### src/rtl/gbf_port_scheduler_pkg.sv
// Shared definitions for the GBF port schedulers: index width, PE-to-port
// mapping helpers and the scheduler FSM state encoding.
package gbf_port_scheduler_pkg;

    localparam int          GBF_IDX_W = 8;
    localparam int unsigned GBF_PORTS = 4;

    typedef enum logic [1:0] {
        IDLE  = 2'd0,
        ADDR  = 2'd1,
        READ  = 2'd2,
        GRANT = 2'd3
    } state_t;

    // Input GBF: element (i,k) of an i x COL1 operand.
    function automatic int unsigned in_port(int unsigned i, int unsigned k, int unsigned col1);
        return (i * col1 + k) % GBF_PORTS;
    endfunction

    function automatic int unsigned in_slot(int unsigned i, int unsigned k, int unsigned col1);
        return (i * col1 + k) / GBF_PORTS;
    endfunction

    // Weight GBF: element (k,j) of a k x COL2 operand.
    function automatic int unsigned w_port(int unsigned k, int unsigned j, int unsigned col2);
        return (k * col2 + j) % GBF_PORTS;
    endfunction

    function automatic int unsigned w_slot(int unsigned k, int unsigned j, int unsigned col2);
        return (k * col2 + j) / GBF_PORTS;
    endfunction

endpackage

### src/rtl/gbf_port_scheduler_rr_arbiter.sv
// Combinational N-way round-robin arbiter: search begins one past ptr,
// masked requesters are skipped; one-hot and encoded winner outputs.
module rr_arbiter #(
    parameter int N  = 2,
    parameter int PW = (N > 1) ? $clog2(N) : 1
) (
    input  logic [N-1:0]  req,
    input  logic [N-1:0]  mask,
    input  logic [PW-1:0] ptr,
    output logic [N-1:0]  onehot,
    output logic [PW-1:0] idx,
    output logic          any
);

    localparam int unsigned NU = N;

    logic [31:0]   c32;
    logic [PW-1:0] cand;

    always_comb begin
        onehot = '0;
        idx    = '0;
        any    = 1'b0;
        c32    = '0;
        cand   = '0;
        for (int unsigned i = 0; i < NU; i++) begin
            c32  = (32'(ptr) + 32'd1 + 32'(i)) % NU;
            cand = PW'(c32);
            if (!any && req[cand] && !mask[cand]) begin
                any          = 1'b1;
                onehot[cand] = 1'b1;
                idx          = cand;
            end
        end
    end

endmodule

### src/rtl/gbf_port_scheduler.sv
// Per-port GBF read scheduler: round-robin over the PEs mapped to one GBF
// read port, address formation, 1-cycle-latency read and grant pulse.
module gbf_port_scheduler
    import gbf_port_scheduler_pkg::*;
#(
    parameter int N_REQ  = 2,
    parameter int WIDTH  = 32,
    parameter int HEIGHT = 32,
    parameter int STRIDE = 3,
    parameter int IDX_W  = GBF_IDX_W
) (
    input  logic                      clk,
    input  logic                      rst,
    input  logic [N_REQ-1:0]          req,
    input  logic [N_REQ*IDX_W-1:0]    row_idx,
    input  logic [N_REQ*IDX_W-1:0]    col_idx,
    output logic [$clog2(HEIGHT)-1:0] addr,
    output logic                      rd_en,
    input  logic [WIDTH-1:0]          q,
    output logic [WIDTH-1:0]          data_out,
    output logic [N_REQ-1:0]          grant,
    output logic                      busy,
    output logic                      err_oob
);

    localparam int AW = $clog2(HEIGHT);
    localparam int PW = (N_REQ > 1) ? $clog2(N_REQ) : 1;
    localparam int FW = 2 * IDX_W + $clog2(STRIDE + 1);

    state_t            state, next_state;
    logic [PW-1:0]     ptr, win;
    logic              oob;
    logic [N_REQ-1:0]  win_onehot, arb_mask, arb_onehot;
    logic [PW-1:0]     arb_idx;
    logic              arb_any, take;
    logic [IDX_W-1:0]  sel_row, sel_col;
    logic [FW-1:0]     full;
    logic              in_range;

    rr_arbiter #(.N(N_REQ), .PW(PW)) u_arb (
        .req    (req),
        .mask   (arb_mask),
        .ptr    (ptr),
        .onehot (arb_onehot),
        .idx    (arb_idx),
        .any    (arb_any)
    );

    always_comb begin
        win_onehot      = '0;
        win_onehot[win] = 1'b1;
        // The PE just granted may still hold req during GRANT.
        arb_mask = (state == GRANT) ? win_onehot : '0;
        take     = arb_any && (state == IDLE || state == GRANT);
        sel_row  = '0;
        sel_col  = '0;
        for (int unsigned r = 0; r < N_REQ; r++) begin
            if (arb_idx == PW'(r)) begin
                sel_row = row_idx[r*IDX_W +: IDX_W];
                sel_col = col_idx[r*IDX_W +: IDX_W];
            end
        end
        full     = FW'(sel_row) * FW'(STRIDE) + FW'(sel_col);
        in_range = (full < FW'(HEIGHT));
    end

    always_comb begin
        next_state = state;
        case (state)
            IDLE:    next_state = take ? ADDR : IDLE;
            ADDR:    next_state = READ;
            READ:    next_state = GRANT;
            GRANT:   next_state = take ? ADDR : IDLE;
            default: next_state = IDLE;
        endcase
    end

    // addr/rd_en/oob are registered on the edge entering ADDR, straight from
    // the winner's indices, so rd_en is high during ADDR and q lands in READ.
    always_ff @(posedge clk or posedge rst) begin
        if (rst) begin
            state    <= IDLE;
            ptr      <= PW'(N_REQ - 1);
            win      <= '0;
            oob      <= 1'b0;
            addr     <= '0;
            rd_en    <= 1'b0;
            data_out <= '0;
            grant    <= '0;
            busy     <= 1'b0;
            err_oob  <= 1'b0;
        end else begin
            state   <= next_state;
            busy    <= (next_state != IDLE);
            rd_en   <= 1'b0;
            grant   <= '0;
            err_oob <= 1'b0;
            if (take) begin
                win <= arb_idx;
                oob <= !in_range;
                if (in_range) begin
                    addr  <= full[AW-1:0];
                    rd_en <= 1'b1;
                end
            end
            if (state == READ) begin
                data_out <= oob ? '0 : q;
                grant    <= win_onehot;
                err_oob  <= oob;
                ptr      <= win;
            end
        end
    end

endmodule
### config.mk
export PLATFORM = sky130hd
export DESIGN_NAME = gbf_port_scheduler
export DESIGN_NICKNAME = d
export VERILOG_FILES = /design/src/rtl/gbf_port_scheduler_pkg.sv /design/src/rtl/gbf_port_scheduler_rr_arbiter.sv /design/src/rtl/gbf_port_scheduler.sv
export SDC_FILE = /design/constraint.sdc
export NUM_CORES = 1
export LEC_CHECK = 0
export ABC_AREA = 1
export CAP_MARGIN = 10
export CORE_ASPECT_RATIO = 1.5
export CORE_UTILIZATION = 44
export CTS_CLUSTER_SIZE = 10
export DETAILED_ROUTE_END_ITERATION = 12
export PLACE_DENSITY_LB_ADDON = 0.15
export SLEW_MARGIN = 15
export SYNTH_ARGS = -nofsm -noshare
export SYNTH_HDL_FRONTEND = slang
export SYNTH_SLANG_ARGS = --single-unit
export TNS_END_PERCENT = 1
### constraint.sdc
create_clock -name clk -period 3.95 [get_ports clk]
set_input_delay 0.9875 -clock clk [delete_from_list [all_inputs] [get_ports clk]]
set_output_delay 0.9875 -clock clk [all_outputs]
set_load 0.02 [all_outputs]
[Yosys cells after proc, flatten, opt, wreduce, memory -nomap -nowiden]
Index checks and enable logic that the tools add are counted.
Word-level totals
  bits in registers: 47
  input port bits: 68
  output and inout port bits: 42
  logic and storage cells: 60
Operators by class
  $add $sub $neg: 3
  multiply operators: 1
  magnitude comparators: 5
  equality and inequality tests: 3
  mux-type cells: 24
  reductions and logical operators: 14
Operators by type and width (number)
  $mux W32: 1
  $mux W1: 17
  $mux W8: 2
  $add A10 B8 Y11: 1
  $lt A11 B6 Y1 const B: 1
  $mul A8 B2 Y10 const B: 1
  $lt A1 B2 Y1 const B: 3
  $pmux W2 S3: 1
  $logic_and A1 B1 Y1: 5
  $eq A2 B2 Y1 const B: 2
  $logic_not A1 Y1: 4
  $mux W2: 2
  $add A1 B1 Y1 const B: 2
  $eq A2 B1 Y1 const B: 1
  $logic_not A2 Y1: 1
  $reduce_and A2 Y1: 1
  $reduce_bool A2 Y1: 1
  $reduce_or A2 Y1: 1
  $demux W1 S1: 1
  $ge A1 B1 Y1 const B: 1
  $logic_or A1 B1 Y1: 1

[Longest topological paths before layout]
  depth in word-level cells: 20
  mapped depth: 27
  mapped depth without buffers: 25

[Modules after synthesis]
A second synthesis with hierarchy kept.
Unflattened totals
  cell total of the unflattened synthesis: 340
  area, all modules: 2760.1 um^2
By module, submodules not included
  gbf_port_scheduler: instances 1, cells each 326, area an instance 2697.6 um^2, seq. area each 1177.4 um^2
  rr_arbiter: instances 1, cells each 14, area an instance 62.6 um^2, seq. area each 0.0 um^2

[Least setup slack after synthesis]
Ideal clock, no wire load.
  kind: input-to-reg
  start point: in req[0]
  end point: reg addr[0]
  setup time: 117 ps
  arrival time: 3464 ps
  required time: 3833 ps
  slack: 369 ps
  stages: 18
  path buffers: 2
  cell sequence: nand2_2 -> o21bai_4 -> buf_6 -> buf_6 -> mux2i_1 -> fa_1 -> inv_1 -> ha_1 -> nand2_1 -> inv_1 -> a21oi_1 -> nand2_1 -> nand2_1 -> nand2_1 -> nor2_4 -> nand2_2 -> nand2_1 -> nand2_1
Between the ends
  word-level cells in the longest chain between the ends: 13
  elaborated cells between the ends (all ways): 19
  classes of those cells: 1 x add/sub; 1 x mul; 1 x order compare; 10 x mux; 6 x reduce/logical
RTL lines
  from (decl): line gbf_port_scheduler.sv:14  | input logic [N_REQ-1:0] req,
  $mux W1 (implied by the code) (2 in a row): line gbf_port_scheduler_rr_arbiter.sv:29  | if (!any && req[cand] && !mask[cand]) begin
  $logic_and A1 B1 Y1: line gbf_port_scheduler_rr_arbiter.sv:29
  $mux W1: line gbf_port_scheduler_rr_arbiter.sv:29
  $logic_not A1 Y1: line gbf_port_scheduler_rr_arbiter.sv:29
  $logic_and A1 B1 Y1 (2 in a row): line gbf_port_scheduler_rr_arbiter.sv:29
  $mux W1: line gbf_port_scheduler_rr_arbiter.sv:29
  $mux W8: line gbf_port_scheduler.sv:58  | if (arb_idx == PW'(r)) begin
  $mul A8 B2 Y10: line gbf_port_scheduler.sv:63  | full = FW'(sel_row) * FW'(STRIDE) + FW'(sel_col);
  $add A10 B8 Y11: line gbf_port_scheduler.sv:63
  $lt A11 B6 Y1: line gbf_port_scheduler.sv:64  | in_range = (full < FW'(HEIGHT));
  $reduce_and A2 Y1 (no source line)
  to (signal assigned): line gbf_port_scheduler.sv:102  | addr <= full[AW-1:0];
  to (decl): line gbf_port_scheduler.sv:17  | output logic [$clog2(HEIGHT)-1:0] addr,
Parallel ways exist; a longest one is shown, timed or not. The select of a mux whose other input is x is not followed.
A chain may end at the register's enable or synchronous reset.

[Worst setup path in the final report]
  start point: in req[0]
  end point: reg addr[1]
Same word-level chain as after synthesis.

==> results by group <==
Logic synthesis
  • Synthesized net count: 434
  • EDFF count, synth: 0
  • Ys async rst share: 1.00
  • Yosys reg bits: 47
  • Synth Cell Area: 2760 sq um
  • Avg Inst Size Synth: 7.98 sq um
  • Synth top cells by count: 97 x nand2_1, 76 x inv_1, 46 x dfrtp_1, 35 x o21ai_0, 16 x ha_1
  • Synth top area share: 0.417
  • Most frequent cell after synthesis: nand2_1
  • Seq/Total Area, Yosys: 0.427
  • Unique masters post-synth: 26
  • Cells after Synth: 346
  • Yosys top cell by area: dfrtp_1
  • Count of warnings emitted by yosys: 0
  • Ys flop type: dfrtp_1
  • Top post-synthesis cells by area: dfrtp_1 42%, nand2_1 13%, inv_1 10%, ha_1 7.3%, o21ai_0 6.3%

Timing
  • FMAX: 256 MHz
  • Final hold vios: 0
  • Skew final: 8.27 ps
  • Endpoints failing setup: 0
  • Worst slew margin: 0.362
  • Pins Over Slew Limit: 0
  • Slew @ Worst Pin: 955 ps
  • Post-route setup TNS: 0 ps
  • Final period utilization: 0.988
  • Tmin final: 3900 ps

Power and ir drop
  • Power Density: 693 nW/um^2
  • VDD IR max: 541 uV
  • Overall Power: 3060 uW
  • Total leakage power: 0.00225 uW

Detailed routing
  • Via count: 2652
  • Via density: 4.78
  • WL final: 7250 um
  • WL/cell: 13.1 um
  • Drc violations: 2
  • Initial drt markers: 121
  • Post-route antenna net violation count: 0
  • Drt pass-1 iters: 9

Min path
  • Worst Hold Class: register to register
  • HP Start: addr[0]
  • Hold Path Depth: 2
  • Hold worst-path end: addr[0]

Job
  • Max-cap violations: 0

Floorplan
  • Die Y: 99 um
  • Core area: 6090 sq um
  • Row count: 35
  • Starting Density: 0.453
  • Die X: 66.7 um
  • Ports: 110
  • Die ar.: 6600 sq um

Critical path
  • Worst reg2reg setup slack: 510 ps
  • CP endpoint kind: register
  • CP cell instances: clkdlybuf4s50_1 > nand2_2 > o21bai_4 > buf_12 > buf_6 > o21ai_4 > or2_1 > nand2_1 > inv_1 > ha_1 > ha_4 > buf_4 > nand3_1 > nand4_1 > nand2_1 > nand3_2 > nor2_4 > buf_6 > nand3_1 > nand2_1
  • Startpoint type of the worst setup path: input pin
  • Worst EP required: 4190 ps
  • Worst path slowest cell: clkdlybuf4s50_1
  • Crit path top cell by count: nand2_1
  • CP top delay family: simple AND/OR/NAND/NOR gates
  • Worst-path maximum fanout: 5
  • R2R Path End: addr[1]
  • CP Buf/Inv Count: 6
  • CP Data Arrival Time: 4140 ps
  • Worst r2r path cells: 21
  • Slowest Stage Delay on Critical Path: 470 ps
  • Worst Setup Path Type: input pin to register
  • R2R Path Start: state[0]

Clock tree
  • Root buffer cell: clkbuf_8
  • Clock sink total: 47
  • TritonCTS clock tree: built
  • Hold-fix buffers, CTS: 0
  • Clock latency on the worst-skew pair: 290 ps
  • H-tree depth: 2
  • Clock buffer depth: 2
  • Clk slew on worst S/H paths: 90 ps
  • Number of buffers created by CTS: 5

Run status
  • Status: finished with violations
  • Failing checks: design-rule violations

Finish
  • ANT cells: 0
  • Final core occ: 0.726
  • Share of post-route cells with drive strength above 1: 0.166
  • P&R area growth vs syn: 60.1%
  • Nets: 568

Place
  • GPL Wtd Cong: 0.814
  • PortBufs: 109
  • Post-DP HPWL: 5270 um

Global routing
  • GRT Residual Overflow: 0
  • Initial antenna violation count: 0
  • GR Util All Layers: 0.210
  • First-pass GRT wire length: 10700 um
  • Number of global-route vias before repair: 2476
  • Largest net degree at the start of global routing: 48
-- cells by family (layout without fill, tap and decap cells) --
kind of cell               Yosys count  in the layout  synth area share
AOI/OAI and AO/OA                   46             46            0.0961
DFF                                 47             47             0.427
and+or+nand+nor                    131            131             0.201
adders and majority gates           20             20             0.102
buffers and inverters               89            224             0.127
xor gates and xnor gates             3              3           0.00952
muxes                               10             10            0.0385
-- sequential cells by signal, summed over array words and instances (netlist names) --
name	flops
data_out	32
grant	2
win	1
rd_en	1
busy	1
addr	5
state	2
err_oob	1
oob	1
ptr	1
-- power breakdown --
part	leakage, uW	total, uW	switching (uW)	internal, uW
logic	0.00156	2010	1050	954
clock network	0.0000548	353	163	191
registers	0.000630	700	76.1	624
total	0.00225	3060	1290	1770
-- per-layer routing --
| layer | part of all wire | vias up | routed length [um] | GRT usage |
|---|---|---|---|---|
| met5 | 0 | - | 0 | 0 |
| met4 | 0.017 | 0 | 126 | 0.0655 |
| met3 | 0.045 | 10 | 324 | 0.0370 |
| met2 | 0.58 | 68 | 4230 | 0.405 |
| met1 | 0.35 | 1254 | 2570 | 0.218 |
| li1 | - | 1320 | - | - |
-- placed cells by master (no fill, tap or decap), types with 4 or more instances in the layout --
cell type	synthesis	routed
clkdlybuf4s50_1	0	109
nand2_1	97	90
inv_1	76	74
dfrtp_1	46	46
o21ai_0	35	34
buf_4	0	21
nand3_1	14	13
nand2_2	3	9
ha_1	16	9
inv_2	4	6
ha_4	0	6
nor2_1	6	5
clkbuf_8	0	5
nand4_1	4	4
o21ai_2	5	4
-- stage by stage --
step | instances | hold slack (ps) | area [sq um] | setup WS, ps
floorplan | 346 | 451 | 2760 | 369
global placement | 542 | 461 | 4070 | -121
detailed placement | 542 | 459 | 4070 | -222
CTS | 550 | 482 | 4190 | 84.6
global route | 555 | 499 | 4420 | -120
finish | 555 | 480 | 4420 | 48.7
-- tightest hold or removal path, stage by stage (launching register included) --
cell and delay (ps):
dfrtp_1 360, nand2_1 50, nand2_1 40
-- area by class of cell --
type | instances | area [sq um]
flip-flops and latches | 47 | 1180
clock buffers | 5 | 68.8
inverters | 80 | 300
clock inverters | 3 | 46.3
multi-input cells | 210 | 1380
repair buffers | 136 | 1350
fillers | 492 | 1670
well taps | 74 | 92.6
-- worst max-delay path by stage --
stage	start	to	slack, ps	cells past startpoint
after global placement	req[1]	addr[3]	-120	21
final	req[0]	addr[1]	50	20
after global routing	req[0]	addr[2]	-120	24
after CTS	req[1]	addr[2]	80	21
after detailed placement	req[1]	addr[2]	-220	21
after floorplan	req[0]	addr[0]	370	18
-- what timing repair did --
action	in CTS	in global routing
setup buffers	0	3
gates resized for setup	0	32
setup endpoints to repair	0	7
endpoints found under the hold margin	0	0
Power figures use the tool's default switching activity.
